`config.mk`:
```
export PLATFORM = sky130hd
export DESIGN_NAME = demux_reg_pair
export DESIGN_NICKNAME = d
export VERILOG_FILES = /design/src/rtl/demux_reg_pair_pkg.sv /design/src/rtl/demux_slot_register.sv /design/src/rtl/demux_reg_pair.sv
export SDC_FILE = /design/constraint.sdc
export NUM_CORES = 1
export LEC_CHECK = 0
export ABC_AREA = 1
export CAP_MARGIN = 20
export CELL_PAD_IN_SITES_DETAIL_PLACEMENT = 1
export CELL_PAD_IN_SITES_GLOBAL_PLACEMENT = 1
export CORE_MARGIN = 1.5
export CORE_UTILIZATION = 36
export CTS_CLUSTER_DIAMETER = 40
export DETAILED_ROUTE_END_ITERATION = 10
export PLACE_DENSITY = 0.82
export SYNTH_ARGS = -nofsm -noshare
export SYNTH_HDL_FRONTEND = slang
export SYNTH_HIERARCHICAL = 1
export SYNTH_SLANG_ARGS = --single-unit
export TNS_END_PERCENT = 100
```
`constraint.sdc`:
```
create_clock -name clk -period 3 [get_ports clk]
set_clock_uncertainty 0.15 [all_clocks]
set_input_delay 0.6 -clock clk [delete_from_list [all_inputs] [get_ports clk]]
set_output_delay 0.6 -clock clk [all_outputs]
set_load 0.005 [all_outputs]
```
`src/rtl/demux_reg_pair_pkg.sv`:
```
// demux_reg_pair_pkg
//   Shared definitions for the two-word collecting demultiplexer:
//   FSM state encoding and the default datapath widths.
package demux_reg_pair_pkg;

    localparam int WORD_LENGTH_DEF = 32;
    localparam int COUNT_WIDTH_DEF = 8;
    localparam int NUM_SLOTS       = 2;

    typedef enum logic [1:0] {
        IDLE       = 2'b00,
        GOT_FIRST  = 2'b01,
        PAIR_READY = 2'b10
    } state_t;

endpackage

```
`src/rtl/demux_slot_register.sv`:
```
// demux_slot_register
//   One holding slot: a WORD_LENGTH data register plus a valid flag.
//   Ports:
//     clk, reset     - clock, asynchronous active-high reset
//     load           - capture data_in and set valid
//     clear          - drop valid (data is retained)
//     data_in        - word to capture
//     data_out       - registered word
//     valid          - slot holds a word of the current pair
module demux_slot_register
    import demux_reg_pair_pkg::*;
#(
    parameter int WORD_LENGTH = WORD_LENGTH_DEF
) (
    input  logic                   clk,
    input  logic                   reset,
    input  logic                   load,
    input  logic                   clear,
    input  logic [WORD_LENGTH-1:0] data_in,
    output logic [WORD_LENGTH-1:0] data_out,
    output logic                   valid
);

    // load wins over clear: a retire-and-refill cycle clears the other
    // slot but this one takes the first word of the next pair.
    always_ff @(posedge clk or posedge reset) begin
        if (reset) begin
            data_out <= '0;
            valid    <= 1'b0;
        end else if (load) begin
            data_out <= data_in;
            valid    <= 1'b1;
        end else if (clear) begin
            valid    <= 1'b0;
        end
    end

endmodule

```
`src/rtl/demux_reg_pair.sv`:
```
// demux_reg_pair
//   Registered 1-to-2 demultiplexer: collects two consecutive words from
//   one producer into two slots (first slot chosen by Selector), presents
//   them as a pair and holds them until Out_Ack.
//   Ports:
//     clk, reset              - clock, asynchronous active-high reset
//     Data_In, In_Valid       - producer word / valid
//     In_Ready                - combinational accept enable
//     Selector                - slot of the first word (sampled on first accept)
//     Flush                   - synchronous abort of the current pair
//     Out_Ack                 - consumer took the pair
//     Slot_Out_0/1, Valid_0/1 - slot registers and their valid flags
//     Pair_Valid              - both slots valid
//     Pair_Count              - acknowledged pairs, wraps
module demux_reg_pair
    import demux_reg_pair_pkg::*;
#(
    parameter int WORD_LENGTH = WORD_LENGTH_DEF,
    parameter int COUNT_WIDTH = COUNT_WIDTH_DEF
) (
    input  logic                   clk,
    input  logic                   reset,
    input  logic [WORD_LENGTH-1:0] Data_In,
    input  logic                   In_Valid,
    output logic                   In_Ready,
    input  logic                   Selector,
    input  logic                   Flush,
    input  logic                   Out_Ack,
    output logic [WORD_LENGTH-1:0] Slot_Out_0,
    output logic [WORD_LENGTH-1:0] Slot_Out_1,
    output logic                   Valid_0,
    output logic                   Valid_1,
    output logic                   Pair_Valid,
    output logic [COUNT_WIDTH-1:0] Pair_Count
);

    state_t                                 state_q, state_d;
    logic                                   first_sel_q;
    logic                                   pair_valid_q;
    logic [COUNT_WIDTH-1:0]                 count_q;
    logic [NUM_SLOTS-1:0]                   load, clear;
    logic [NUM_SLOTS-1:0][WORD_LENGTH-1:0]  slot_data;
    logic [NUM_SLOTS-1:0]                   slot_valid;
    logic                                   accept;
    logic                                   retire;

    // ---------------- FSM: state register ----------------
    always_ff @(posedge clk or posedge reset) begin
        if (reset) state_q <= IDLE;
        else       state_q <= state_d;
    end

    // ---------------- FSM: next state ----------------
    always_comb begin
        state_d = state_q;
        if (Flush) begin
            state_d = IDLE;
        end else begin
            case (state_q)
                IDLE:       if (accept) state_d = GOT_FIRST;
                GOT_FIRST:  if (accept) state_d = PAIR_READY;
                // ack together with a new word starts the next pair at once
                PAIR_READY: if (Out_Ack) state_d = accept ? GOT_FIRST : IDLE;
                default:    state_d = IDLE;
            endcase
        end
    end

    // ---------------- FSM: outputs ----------------
    // In PAIR_READY the ack bypasses into In_Ready so a new first word can
    // land in the retire cycle, giving one pair every two cycles.
    always_comb begin
        In_Ready = 1'b0;
        if (!reset) begin
            case (state_q)
                IDLE, GOT_FIRST: In_Ready = ~Flush;
                PAIR_READY:      In_Ready = Out_Ack & ~Flush;
                default:         In_Ready = 1'b0;
            endcase
        end
    end

    assign accept = In_Valid & In_Ready;
    assign retire = (state_q == PAIR_READY) & Out_Ack & ~Flush;

    // Slot steering. The second word always goes to the slot the first
    // word did not use; Selector only matters for a first word.
    always_comb begin
        load  = '0;
        clear = '0;
        if (Flush) begin
            clear = '1;
        end else begin
            if (retire) clear = '1;
            if (accept) begin
                if (state_q == GOT_FIRST) load[~first_sel_q] = 1'b1;
                else                      load[Selector]     = 1'b1;
            end
        end
    end

    always_ff @(posedge clk or posedge reset) begin
        if (reset) begin
            first_sel_q  <= 1'b0;
            pair_valid_q <= 1'b0;
            count_q      <= '0;
        end else begin
            if (accept && state_q != GOT_FIRST) first_sel_q <= Selector;

            if (Flush)                                pair_valid_q <= 1'b0;
            else if (accept && state_q == GOT_FIRST)  pair_valid_q <= 1'b1;
            else if (retire)                          pair_valid_q <= 1'b0;

            if (retire) count_q <= count_q + 1'b1;
        end
    end

    for (genvar i = 0; i < NUM_SLOTS; i++) begin : g_slot
        demux_slot_register #(.WORD_LENGTH(WORD_LENGTH)) u_slot (
            .clk      (clk),
            .reset    (reset),
            .load     (load[i]),
            .clear    (clear[i]),
            .data_in  (Data_In),
            .data_out (slot_data[i]),
            .valid    (slot_valid[i])
        );
    end

    assign Slot_Out_0 = slot_data[0];
    assign Slot_Out_1 = slot_data[1];
    assign Valid_0    = slot_valid[0];
    assign Valid_1    = slot_valid[1];
    assign Pair_Valid = pair_valid_q;
    assign Pair_Count = count_q;

endmodule

```
Yosys cells after proc, flatten, opt, wreduce, memory -nomap -nowiden
Index checks and enable logic that the tools add are counted.
{ "totals": {"in_bits": 38, "memories": 0, "ram_bits": 0, "latchBits": 0, "ff_bits": 78, "rom_bits": 0} }
{ "op_classes": {"n_lt_le_gt_ge": 4, "n_mux": 24, "div": 0, "n_mul": 0, "reduce_logical": 10, "addsub": 1, "eq_ne": 6, "shift": 0, "bitwise_logic": 6} }
{ "op_table": {"columns": ["operator", "count"], "rows": [
  ["$mux W2", 9],
  ["$mux W1", 11],
  ["$ne A3 B3 Y1 const B", 3],
  ["$add A8 B1 Y8 const B", 1],
  ["$pmux W2 S3", 1],
  ["$and A1 B1 Y1", 4],
  ["$logic_and A1 B1 Y1", 4],
  ["$lt A1 B2 Y1 const B", 2],
  ["$reduce_bool A2 Y1", 2],
  ["$reduce_and A3 Y1", 1],
  ["$reduce_bool A3 Y1", 1],
  ["$demux W1 S1", 2],
  ["$eq A2 B1 Y1 const B", 1],
  ["$eq A2 B2 Y1 const B", 1],
  ["$ge A1 B1 Y1 const B", 2],
  ["$logic_not A2 Y1", 1],
  ["$ne A2 B1 Y1 const B", 1],
  ["$not A1 Y1", 2],
  ["$pmux W1 S2", 1],
  ["$reduce_or A2 Y1", 1]
]} }

Logic depth before layout (Yosys ltp)
{ "depth": {"ltp_word": 9, "mapped_depth": 11} }

By module
Netlist, hierarchy kept.
{ "by_module_without_submodules": {"columns": ["module", "cells_each", "area_per_inst_um2", "instances", "seq_area_each_um2"], "rows": [
  ["demux_slot_register", 141, 1330.0, 2, 825.8],
  ["demux_reg_pair", 90, 684.4, 1, 300.3]
]} }

Least setup slack after synthesis
Ideal clock, no wire load.
{ "synth_timing": {"path_kind": "input -> register", "start": "input port Flush", "end": "register g_slot[1].u_slot.data_out[12]", "path_slack_ns": 1.171, "stages": 10, "setup_ns": 0.116, "arrival_ns": 1.562, "n_path_buf": 2, "cell_sequence": "nor2_1 -> nand2_2 -> a21oi_4 -> nand2_1 -> nor2_1 -> buf_6 -> inv_8 -> buf_12 -> nand2_2 -> nand2_1"} }
{ "synth_between": {"elab_chain_cells": 7} }
{ "synth_rtl": {"columns": ["element", "line", "rtl"], "rows": [
  ["start, declared", "demux_reg_pair.sv:27", "input logic Flush,"],
  ["$not A1 Y1 (*)", "demux_reg_pair.sv:76, demux_reg_pair.sv:77", null],
  ["$and A1 B1 Y1", "demux_reg_pair.sv:77", "PAIR_READY: In_Ready = Out_Ack & ~Flush;"],
  ["$pmux W1 S2 (*)", "demux_reg_pair.sv:75", "case (state_q)"],
  ["$mux W1 (*)", "demux_reg_pair.sv:74", "if (!reset) begin"],
  ["net In_Ready", "demux_reg_pair.sv:25", "output logic In_Ready,"],
  ["$and A1 B1 Y1 (*)", "demux_reg_pair.sv:83", "assign accept = In_Valid & In_Ready;"],
  ["$mux W2 (*)", "demux_reg_pair.sv:95", "if (accept) begin"],
  ["$mux W2 (*)", "demux_reg_pair.sv:91", "if (Flush) begin"],
  ["net load[1]", "demux_reg_pair.sv:41", "logic [NUM_SLOTS-1:0] load, clear;"],
  ["end signal, assigned", "demux_slot_register.sv:31", "data_out <= data_in;"],
  ["end, declared", "demux_slot_register.sv:20", "output logic [WORD_LENGTH-1:0] data_out,"]
]} }
Mark *: on every way through the listed nets, which the timed path passes. The rest lies on a longest branch.
A chain may end at the register's enable or synchronous reset.

Final worst setup path
{ "layout_timing": {"start": "input port Out_Ack", "end": "output port In_Ready"} }
{ "layout_between": {"elab_chain_cells": 3} }
{ "layout_rtl": {"columns": ["element", "line", "rtl"], "rows": [
  ["start, declared", "demux_reg_pair.sv:28", "input logic Out_Ack,"],
  ["$and A1 B1 Y1", "demux_reg_pair.sv:77", null],
  ["$pmux W1 S2", "demux_reg_pair.sv:75", null],
  ["$mux W1", "demux_reg_pair.sv:74", null],
  ["end, declared", "demux_reg_pair.sv:25", null]
]} }
Every way passes these cells.

==> results.yml <==
run_status:
  status: "completed"
sta:
  finalSetupViolCount: 0
  finalHoldViolCount: 0
  max-slew-margin-rel_pct: 70.0
  rsz0062_at_grt: "false"
  maxSlewViolCount: 0
  fin_hold_ws_ns: 0.329
  max_clock_freq_mhz: 349
  setup_ws_ns: 0.138
  tightest_slew_ns: 0.449
  layout_min_cycle_time_ns: 2.86
  setup_tns_ns: 0
  min_period_over_period_pct: 95.4
die:
  fp.dieW_um: 99.4
  die_height_um: 99.4
  core_sq_um: 8850
  rows: 34
  die_area_sq_um: 9880
  io_pins: 114
  start_util_pct: 37.8
global_route:
  grt-ovfl-total: 0
  grt_max_degree: 34
  grt_usage_pct: 20.3
  grt_pass1_wl_um: 15500
  grt_pass1_vias: 3082
  antenna_found_initial: 0
critical_path:
  crit_type: "in2out"
  crit_arrival_ns: 2.11
  startpoint_type: "input port"
  critPathCaptureType: "output port"
  cp.required_ns: 2.25
  reg2reg_to: "g_slot[0].u_slot/data_out[9]$_DFFE_PP0P_"
  rr_worst_depth: 10
  rrSetupSlack_ns: 0.89
  r2r-start: "state_q[1]$_DFFE_PP0P_"
  cp_max_fo: 7
logic_synthesis:
  synth_top_area_share_pct: 58.4
  synth_area_sq_um: 3340
  syn_nets: 411
  synth_top_family_by_area: "simple AND/OR/NAND/NOR gates"
  synth.top_cells.by_area: "dfrtp_1 (58%), nand2_1 (23%), nand2_2 (3.9%)"
  synthMuxAreaShare_pct: 0
  synth-compound-area-share_pct: 1.38
  synthCells: 372
  yosysMostFrequentCell: "nand2_1"
  synth_top_flop_cell: "dfrtp_1"
  netlist_top_cells_count: "nand2_1 (204), dfrtp_1 (78), nand2_2 (21)"
  synthAdderAreaFrac_pct: 0.374
  ys_seq_area_share_pct: 58.4
  yosys.area.top_type: "dfrtp_1"
  async_flop_share_pct: 100
  syn_avg_cell_area_sq_um: 8.99
  synth_edf_count: 0
  synth.distinct_cells: 23
  synth-seq-cells: 78
  yosys.area_share.xor_xnor_pct: 1.05
  ys_warn_count: 6
  synth-simple-area-share_pct: 30.2
placement:
  dp_hpwl_um: 6920
  dpl-instance-area_sq_um: 4510
  place_congestion: 0.827
  io_buffers: 113
  pre_cts_ws_ns: 0.133
layout:
  antennaDiodeCount: 0
  multi_input_area_sq_um: 1110
  design_area_sq_um: 4730
  drive_above_1_share_pct: 10.3
  fillers: 1043
  seqCellArea_sq_um: 1950
  fin_nets: 529
  area_growth_pct: 41.4
  post-route-util_pct: 53.4
clock_network:
  cts_setup_buffers: 0
  cts_made_buffers: 9
  clk_pin_slew_ns: 0.08
  cts-resized-gates: 0
  cts_tree: "built"
  clkSinkCount: 78
  clkLatencyLatePin_ns: 0.35
  cts_root_buffer: "clkbuf_8"
  h-tree-depth: 3
  holdBufCountCts: 0
  clockBufferDepth: 2
hold_path:
  timing.hold.worst.class: "reg2reg"
  min_to: "g_slot[0].u_slot/data_out[1]$_DFFE_PP0P_"
  hold_path_depth: 2
  holdCritStartpoint: "g_slot[0].u_slot/data_out[1]$_DFFE_PP0P_"
power_and_ir_drop:
  power.leakage_nw: 2.38
  peakVddDrop_mv: 0.265
  p_per_area_nw_per_um2: 694
drt:
  drt_first_pass_iters: 4
  topRoutingLayerUsed: "met4"
  wl_met2_um: 4960
  wl_met1_um: 3870
  dr_total_vias: 2828
  drt_iter0_markers: 65
  wl_per_cell_um: 15.5
  antenna_left: 0
  drcViolationCount: 0
  drt_wl_total_um: 9360
  via_per_inst: 4.69
  wl_met3_um: 343
job:
  cap_violations: 0
area by class of cell:
type                       count  area share, %
clock inverter                 5           1.77
timing repair buffer         121           25.7
sequential                    78           41.3
inverter                      22           2.06
tap                          108           2.86
clock buffer                  11           2.78
multi-input combinational    258           23.5
worst max path at each step:
| stage | from | end | slack (ns) | cells after the start |
|---|---|---|---|---|
| after floorplan | Flush | g_slot[1].u_slot/data_out[12]$_DFFE_PP0P_ | 1.17 | 10 |
| after global placement | Out_Ack | In_Ready | 0.19 | 6 |
| after detailed placement | Out_Ack | In_Ready | 0.13 | 6 |
| after CTS | Out_Ack | In_Ready | 0.12 | 6 |
| after global routing | Out_Ack | In_Ready | 0.08 | 6 |
| final | Out_Ack | In_Ready | 0.14 | 6 |
per-layer routing:
metal / global-route usage (%) / vias to the layer above
met3: 3.16 / 13
met4: 8.88 / 0
li1: - / 1350
met5: 0 / -
met1: 23.4 / 1398
met2: 37.2 / 67
placed cells by master (no fill, tap or decap):
master | netlist | layout
a21oi_4 | 1 | 1
and3_1 | 1 | 1
buf_12 | 2 | 2
buf_4 | 0 | 6
bufinv_16 | 0 | 2
clkbuf_1 | 0 | 2
clkbuf_8 | 6 | 9
clkdlybuf4s50_1 | 0 | 113
clkinv_4 | 0 | 1
clkinvlp_4 | 0 | 2
dfrtp_1 | 78 | 78
ha_1 | 1 | 1
inv_1 | 18 | 18
inv_2 | 2 | 2
inv_8 | 2 | 2
nand2_1 | 204 | 204
nand2_2 | 21 | 21
nand3_1 | 5 | 5
nand3_2 | 1 | 1
nand4_1 | 3 | 3
nor2_1 | 10 | 9
nor2_4 | 1 | 2
nor3_1 | 1 | 1
o211ai_1 | 1 | 1
o21ai_0 | 3 | 3
o21bai_1 | 1 | 1
xnor2_1 | 2 | 2
xor2_1 | 2 | 2
cells by family (layout without fill, tap and decap cells):
kind of cell | after synthesis | after routing
AND/OR/NAND/NOR | 247 | 247
flip-flops | 78 | 78
buffers and inverters | 36 | 159
AO/OA/AOI/OAI | 6 | 6
XOR/XNOR | 4 | 4
adder cells (fa/ha/maj) | 1 | 1
metrics by stage:
stage | cells | total power, mW
finish | 603 | 3.28
global route | 603 | 3.47
CTS | 603 | 3.33
detailed placement | 587 | 2.45
global placement | 587 | 2.40
floorplan | 372 | 1.77
state kept, by name, indices dropped and copies added, names as in the netlist:
register and cells:
Pair_Count 8, Pair_Valid 1, first_sel_q 1, g_slot.u_slot/data_out 64
g_slot.u_slot/valid 2, state_q 2
critical path, stage by stage:
cell and delay, ns:
clkdlybuf4s50_1 0.50, nand2_2 0.09, inv_2 0.07, nand2_2 0.13, a21oi_4 0.20, clkdlybuf4s50_1 0.53
power by group:
group | switching [mW] | leakage, nW | internal (mW) | total (mW)
sequential | 0.174 | 0.993 | 1.30 | 1.48
combinational | 0.359 | 1.29 | 0.582 | 0.941
clock | 0.392 | 0.0998 | 0.471 | 0.862
total | 0.925 | 2.38 | 2.35 | 3.28
Note: power is estimated with default switching activity, not from simulation.
